==> config.mk <==
export PLATFORM = sky130hd
export DESIGN_NAME = operand_sequencer
export DESIGN_NICKNAME = d
export VERILOG_FILES = /design/src/rtl/operand_sequencer.sv
export SDC_FILE = /design/constraint.sdc
export NUM_CORES = 1
export LEC_CHECK = 0
export CAP_MARGIN = 40
export CELL_PAD_IN_SITES_DETAIL_PLACEMENT = 0
export CELL_PAD_IN_SITES_GLOBAL_PLACEMENT = 1
export CORE_ASPECT_RATIO = 1.1
export CORE_MARGIN = 2
export CORE_UTILIZATION = 30
export DETAILED_ROUTE_END_ITERATION = 10
export GPL_TIMING_DRIVEN = 0
export PLACE_DENSITY = 0.89
export REMOVE_ABC_BUFFERS = 1
export SYNTH_ARGS = -nofsm -noshare
export SYNTH_HDL_FRONTEND = slang
export SYNTH_SLANG_ARGS = --single-unit
export TNS_END_PERCENT = 1
==> constraint.sdc <==
create_clock -name clk -period 2 [get_ports clk]
set_input_delay 0.3 -clock clk [delete_from_list [all_inputs] [get_ports clk]]
set_output_delay 0.3 -clock clk [all_outputs]
set_load 0.005 [all_outputs]
==> src/rtl/operand_sequencer.sv <==
// Operand sequencer: latches an instruction, walks the requested register reads
// one per bus cycle over a shared bus, issues the destination write, then pulses done.
module operand_sequencer #(
  parameter int BITS     = 32,
  parameter int OPC_BITS = 5,
  parameter int REG_SEL  = 4,
  parameter int NUM_REGS = 16,
  parameter int IMM_BITS = 19
) (
  input  logic                clk,
  input  logic                clr,
  input  logic                start,
  input  logic [BITS-1:0]     ir,
  input  logic [2:0]          rd_mask,
  input  logic [1:0]          wr_sel,
  input  logic                baout,
  input  logic                step,
  input  logic                wr_en,
  output logic                busy,
  output logic                done,
  output logic [NUM_REGS-1:0] reg_out_ctrl,
  output logic                zero_out,
  output logic [NUM_REGS-1:0] reg_in_ctrl,
  output logic [1:0]          cur_field,
  output logic [BITS-1:0]     c_sign_extended,
  output logic                range_err
);

  localparam int RA_MSB = BITS - OPC_BITS - 1;
  localparam int RB_MSB = RA_MSB - REG_SEL;
  localparam int RC_MSB = RB_MSB - REG_SEL;

  typedef enum logic [1:0] {IDLE = 2'd0, READ = 2'd1, WRITE = 2'd2, DONE = 2'd3} state_t;

  state_t               state, nxt_state;
  logic [1:0]           cur, nxt_cur, nf, nxt_code, ws_q;
  logic [2:0]           mask_q;
  logic                 ba_q;
  logic [REG_SEL-1:0]   ra_q, rb_q, rc_q;
  logic [REG_SEL-1:0]   ra_src, rb_src, rc_src;
  logic [REG_SEL-1:0]   rd_idx, wr_idx, nxt_idx;
  logic [IMM_BITS-1:0]  imm_q;
  logic                 accept;
  logic                 unused_opc;

  // Lowest selected field strictly above 'after' (codes 1=Ra, 2=Rb, 3=Rc, 0=none).
  function automatic logic [1:0] next_field(input logic [2:0] mask, input logic [1:0] after);
    next_field = 2'd0;
    for (int i = 2; i >= 0; i--)
      if (mask[i] && (i + 1) > int'(after)) next_field = 2'(i + 1);
  endfunction

  function automatic logic [REG_SEL-1:0] pick(input logic [1:0] code,
                                              input logic [REG_SEL-1:0] a,
                                              input logic [REG_SEL-1:0] b,
                                              input logic [REG_SEL-1:0] c);
    case (code)
      2'd1:    pick = a;
      2'd2:    pick = b;
      2'd3:    pick = c;
      default: pick = '0;
    endcase
  endfunction

  function automatic logic in_range(input logic [REG_SEL-1:0] idx);
    in_range = int'(idx) < NUM_REGS;
  endfunction

  function automatic logic [NUM_REGS-1:0] onehot(input logic [REG_SEL-1:0] idx);
    onehot = in_range(idx) ? (NUM_REGS'(1) << idx) : '0;
  endfunction

  assign unused_opc = ^ir[BITS-1 -: OPC_BITS];
  assign accept     = (state == IDLE) && start;

  // On the accepting edge the range check must look at the incoming word, not the stale latch.
  assign ra_src = accept ? ir[RA_MSB -: REG_SEL] : ra_q;
  assign rb_src = accept ? ir[RB_MSB -: REG_SEL] : rb_q;
  assign rc_src = accept ? ir[RC_MSB -: REG_SEL] : rc_q;

  assign rd_idx   = pick(cur, ra_q, rb_q, rc_q);
  assign wr_idx   = pick(ws_q, ra_q, rb_q, rc_q);
  assign nxt_code = (nxt_state == READ)  ? nxt_cur :
                    (nxt_state == WRITE) ? (accept ? wr_sel : ws_q) : 2'd0;
  assign nxt_idx  = pick(nxt_code, ra_src, rb_src, rc_src);

  always_comb begin
    nxt_state = state;
    nxt_cur   = cur;
    nf        = 2'd0;
    case (state)
      IDLE: if (start) begin
        nf        = next_field(rd_mask, 2'd0);
        nxt_cur   = nf;
        nxt_state = (nf != 2'd0) ? READ : ((wr_sel != 2'd0) ? WRITE : DONE);
      end
      READ: if (step) begin
        nf        = next_field(mask_q, cur);
        nxt_cur   = nf;
        nxt_state = (nf != 2'd0) ? READ : ((ws_q != 2'd0) ? WRITE : DONE);
      end
      WRITE:   if (wr_en) nxt_state = DONE;
      DONE:    nxt_state = IDLE;
      default: nxt_state = IDLE;
    endcase
  end

  always_ff @(posedge clk or negedge clr) begin
    if (!clr) begin
      state     <= IDLE;
      cur       <= 2'd0;
      mask_q    <= '0;
      ws_q      <= '0;
      ba_q      <= 1'b0;
      ra_q      <= '0;
      rb_q      <= '0;
      rc_q      <= '0;
      imm_q     <= '0;
      range_err <= 1'b0;
    end else begin
      state <= nxt_state;
      cur   <= nxt_cur;
      if (accept) begin
        mask_q <= rd_mask;
        ws_q   <= wr_sel;
        ba_q   <= baout;
        ra_q   <= ir[RA_MSB -: REG_SEL];
        rb_q   <= ir[RB_MSB -: REG_SEL];
        rc_q   <= ir[RC_MSB -: REG_SEL];
        imm_q  <= ir[IMM_BITS-1:0];
      end
      range_err <= (range_err & ~accept) | ((nxt_code != 2'd0) && !in_range(nxt_idx));
    end
  end

  assign c_sign_extended = {{(BITS-IMM_BITS){imm_q[IMM_BITS-1]}}, imm_q};

  always_comb begin
    busy         = 1'b0;
    done         = 1'b0;
    reg_out_ctrl = '0;
    reg_in_ctrl  = '0;
    zero_out     = 1'b0;
    cur_field    = 2'd0;
    case (state)
      READ: begin
        busy      = 1'b1;
        cur_field = cur;
        // Base-address mode: R0 as a base reads as constant zero.
        if (cur == 2'd2 && ba_q && rb_q == '0) zero_out = 1'b1;
        else reg_out_ctrl = onehot(rd_idx);
      end
      WRITE: begin
        busy = 1'b1;
        if (wr_en) reg_in_ctrl = onehot(wr_idx);
      end
      DONE:    done = 1'b1;
      default: ;
    endcase
  end

endmodule

==> impl_metrics.yaml <==
timing:
  clock.fmax_mhz: 457
  tightest_slew_ns: 0.476
  finClkSkew_ns: 0.00731
  rsz0062_at_grt: "yes"
  setup-tns-final_ns: -3.92
  setup_viol: 32
  max_slew_margin: 0.682
  period_share: 1.09
  fin_crit_ns: 2.19
  holdWs_ns: 0.430
  hold_viol: 0
  setup_ws_ns: -0.187
  maxSlewViolCount: 0
yosys:
  synth_edf_count: 0
  synth_cells: 224
  synth_top_area_share: 0.415
  syn_area_sq_um: 2290
  ys_warn_count: 0
  synth-async-reset-ratio: 1.00
  synth_top_area_cell: "dfrtp_1"
  ys.flop_type: "dfrtp_1"
  yosysUniqueCellTypes: 35
  seq_area_frac_synth: 0.415
  syn_area_per_cell_sq_um: 10.2
  ys_seq_elements: 38
  synthTopCellsByArea: "dfrtp_1 42%, mux2_2 21%, nor2_1 6.9%"
clock_network:
  clockRootBuffer: "clkbuf_8"
  clockBufferDepth: 2
  cts_buffers: 5
  cts_sinks: 38
  path_clk_slew_ns: 0.08
  clock_latency_ns: 0.29
  cts_tree: "done"
  htreeDepth: 2
routing:
  drt_pass1_iterations: 4
  routed_via_density: 4.85
  drt_iter0_drc: 82
  wl_per_cell_um: 14.9
  num_vias: 2177
  drcViolationCount: 0
  routed_wl_mm: 6.68
  ant_nets: 0
critical_path:
  ff2ff_path_depth: 5
  worst-path-max-fanout: 7
  arrival_ns: 1.89
  r2r_slack_ns: 0.30
  r2r-end: "rb_q[2]"
  crit_chain: "buf_6 -> mux2_4 -> a22o_1 -> or2_4 -> nor2_2 -> buf_2"
  critPathCaptureType: "output port"
  cpPeakStageDelay_ns: 0.48
  crit_required_ns: 1.70
  rr_startpoint: "state[1]"
  cp-start-kind: "flip-flop"
  timing.critical_path.buf_inv: 2
  cpMaxStageDelayCell: "dfrtp_2"
  worstSetupPathType: "flip-flop to output port"
  crit_family: "flip-flops"
pwr:
  p_per_area_nw_per_um2: 1610
  peakVddDrop_uv: 575
  power.leakage_nw: 1.75
floorplan:
  core-area_sq_um: 7430
  pin_count: 113
  std_cell_rows: 33
  die_w_um: 87.3
  initial_utilization: 0.308
  dieArea_sq_um: 8350
  dieHeight_um: 95.6
grt:
  use_met1: 0.187
  grt_pass1_wl_mm: 10.9
  use_met3: 0.0424
  use_met2: 0.304
  grt_usage: 0.164
  grt_pass1_vias: 2314
  overflow: 0
  antenna_found_initial: 0
  grt_max_degree: 35
  top_usage_layer: "met2"
layout:
  antenna_cells: 0
  area_growth_pct: 72.5
  final_cell_mix: "72 x clkdlybuf4s50_1, 37 x mux2_2, 31 x dfrtp_1, 30 x buf_4, 28 x nor2_1"
  drive_gt1_frac: 0.494
  final_common_cell: "clkdlybuf4s50_1"
  nets: 409
status:
  outcome: "complete, but fails checks"
  violations: "setup timing"
min_path:
  hold_class: "primary input to asynchronous set/reset pin"
placed_design:
  hpwl_mm: 4.59
  gp_congestion: 0.769
  io_buffers: 107
run:
  maxCapViolCount: 0
-- through the flow --
| stage | util | worst slack [ns] | cells | power, mW | instance area [sq um] |
|---|---|---|---|---|---|
| after floorplan | - | 0.0936 | 201 | 3.13 | 2140 |
| after global routing | 0.531 | -0.275 | 449 | 6.85 | 3950 |
| after CTS | 0.511 | -0.223 | 440 | 6.03 | 3800 |
| after global placement | 0.446 | -0.504 | 395 | 4.47 | 3320 |
| after detailed placement | 0.448 | -0.525 | 396 | 4.54 | 3330 |
| final | 0.531 | -0.187 | 449 | 6.36 | 3950 |
-- registers in the layout (all words and copies together) (netlist names) --
register and count:
rc_q 4, state 2, range_err 1, ws_q 2
ba_q 1, cur 2, rb_q 4, ra_q 4
imm_q 15, mask_q 3
-- power breakdown --
group / switching [mW] / total [mW] / internal [mW] / leakage, nW
Sequential: 0.416 / 1.58 / 1.17 / 0.445
Clock: 0.272 / 0.550 / 0.278 / 0.0482
Combinational: 1.71 / 4.22 / 2.51 / 1.25
Total: 2.40 / 6.36 / 3.96 / 1.75
-- cell type report --
cell class,instances,area [sq um]
inverter,5,23.8
sequential,38,960
multi-input combinational,158,1420
clock buffer,7,86.3
clock inverter,1,5.00
fill,684,3480
timing repair buffer,153,1350
tap,87,109
-- worst max-delay path by stage --
stage,start,end,slack [ns],cells past startpoint
floorplan,state[0],ba_q,0.09,4
global placement,cur[1],reg_out_ctrl[11],-0.50,5
detailed placement,cur[1],reg_out_ctrl[7],-0.53,5
CTS,ws_q[1],reg_in_ctrl[6],-0.22,7
global route,cur[0],reg_out_ctrl[8],-0.28,6
finish,cur[0],reg_out_ctrl[8],-0.19,6
-- cells in the mapped netlist (all sizes together) (2+ instances only) --
| master | number |
|---|---|
| nand4 | 2 |
| mux2 | 43 |
| and2 | 2 |
| o21ai | 5 |
| nand3 | 5 |
| ha | 5 |
| inv | 5 |
| a22oi | 5 |
| mux2i | 3 |
| nand2b | 6 |
| nor2b | 4 |
| nor2 | 42 |
| buf | 21 |
| a21oi | 2 |
| a31oi | 2 |
| nor4b | 2 |
| dfrtp | 38 |
| a22o | 8 |
| clkbuf | 2 |
| nand2 | 10 |
-- per-layer routing --
metal  part of all wire  vias to the layer above
met5                  0                        -
met4             0.0049                        0
met3              0.063                        4
met2               0.54                       72
met1               0.39                     1058
li1                   -                     1043
-- repair_timing --
| action | CTS | global route |
|---|---|---|
| resized for setup | 174 | 31 |
| setup endpoints to repair | 35 | 68 |
| hold buffers | 1 | 0 |
| pin swaps | 42 | 16 |
| endpoints found under the hold margin | 10 | 0 |
| setup buffers | 36 | 9 |
-- cells by family after synthesis --
group | synth area share
AND/OR/NAND/NOR | 0.152
multiplexers | 0.226
flip-flops | 0.415
AO/OA/AOI/OAI | 0.104
buffers and inverters | 0.0754
adder cells (fa/ha/maj) | 0.0273
No activity file was read; power rests on OpenSTA's default activity.
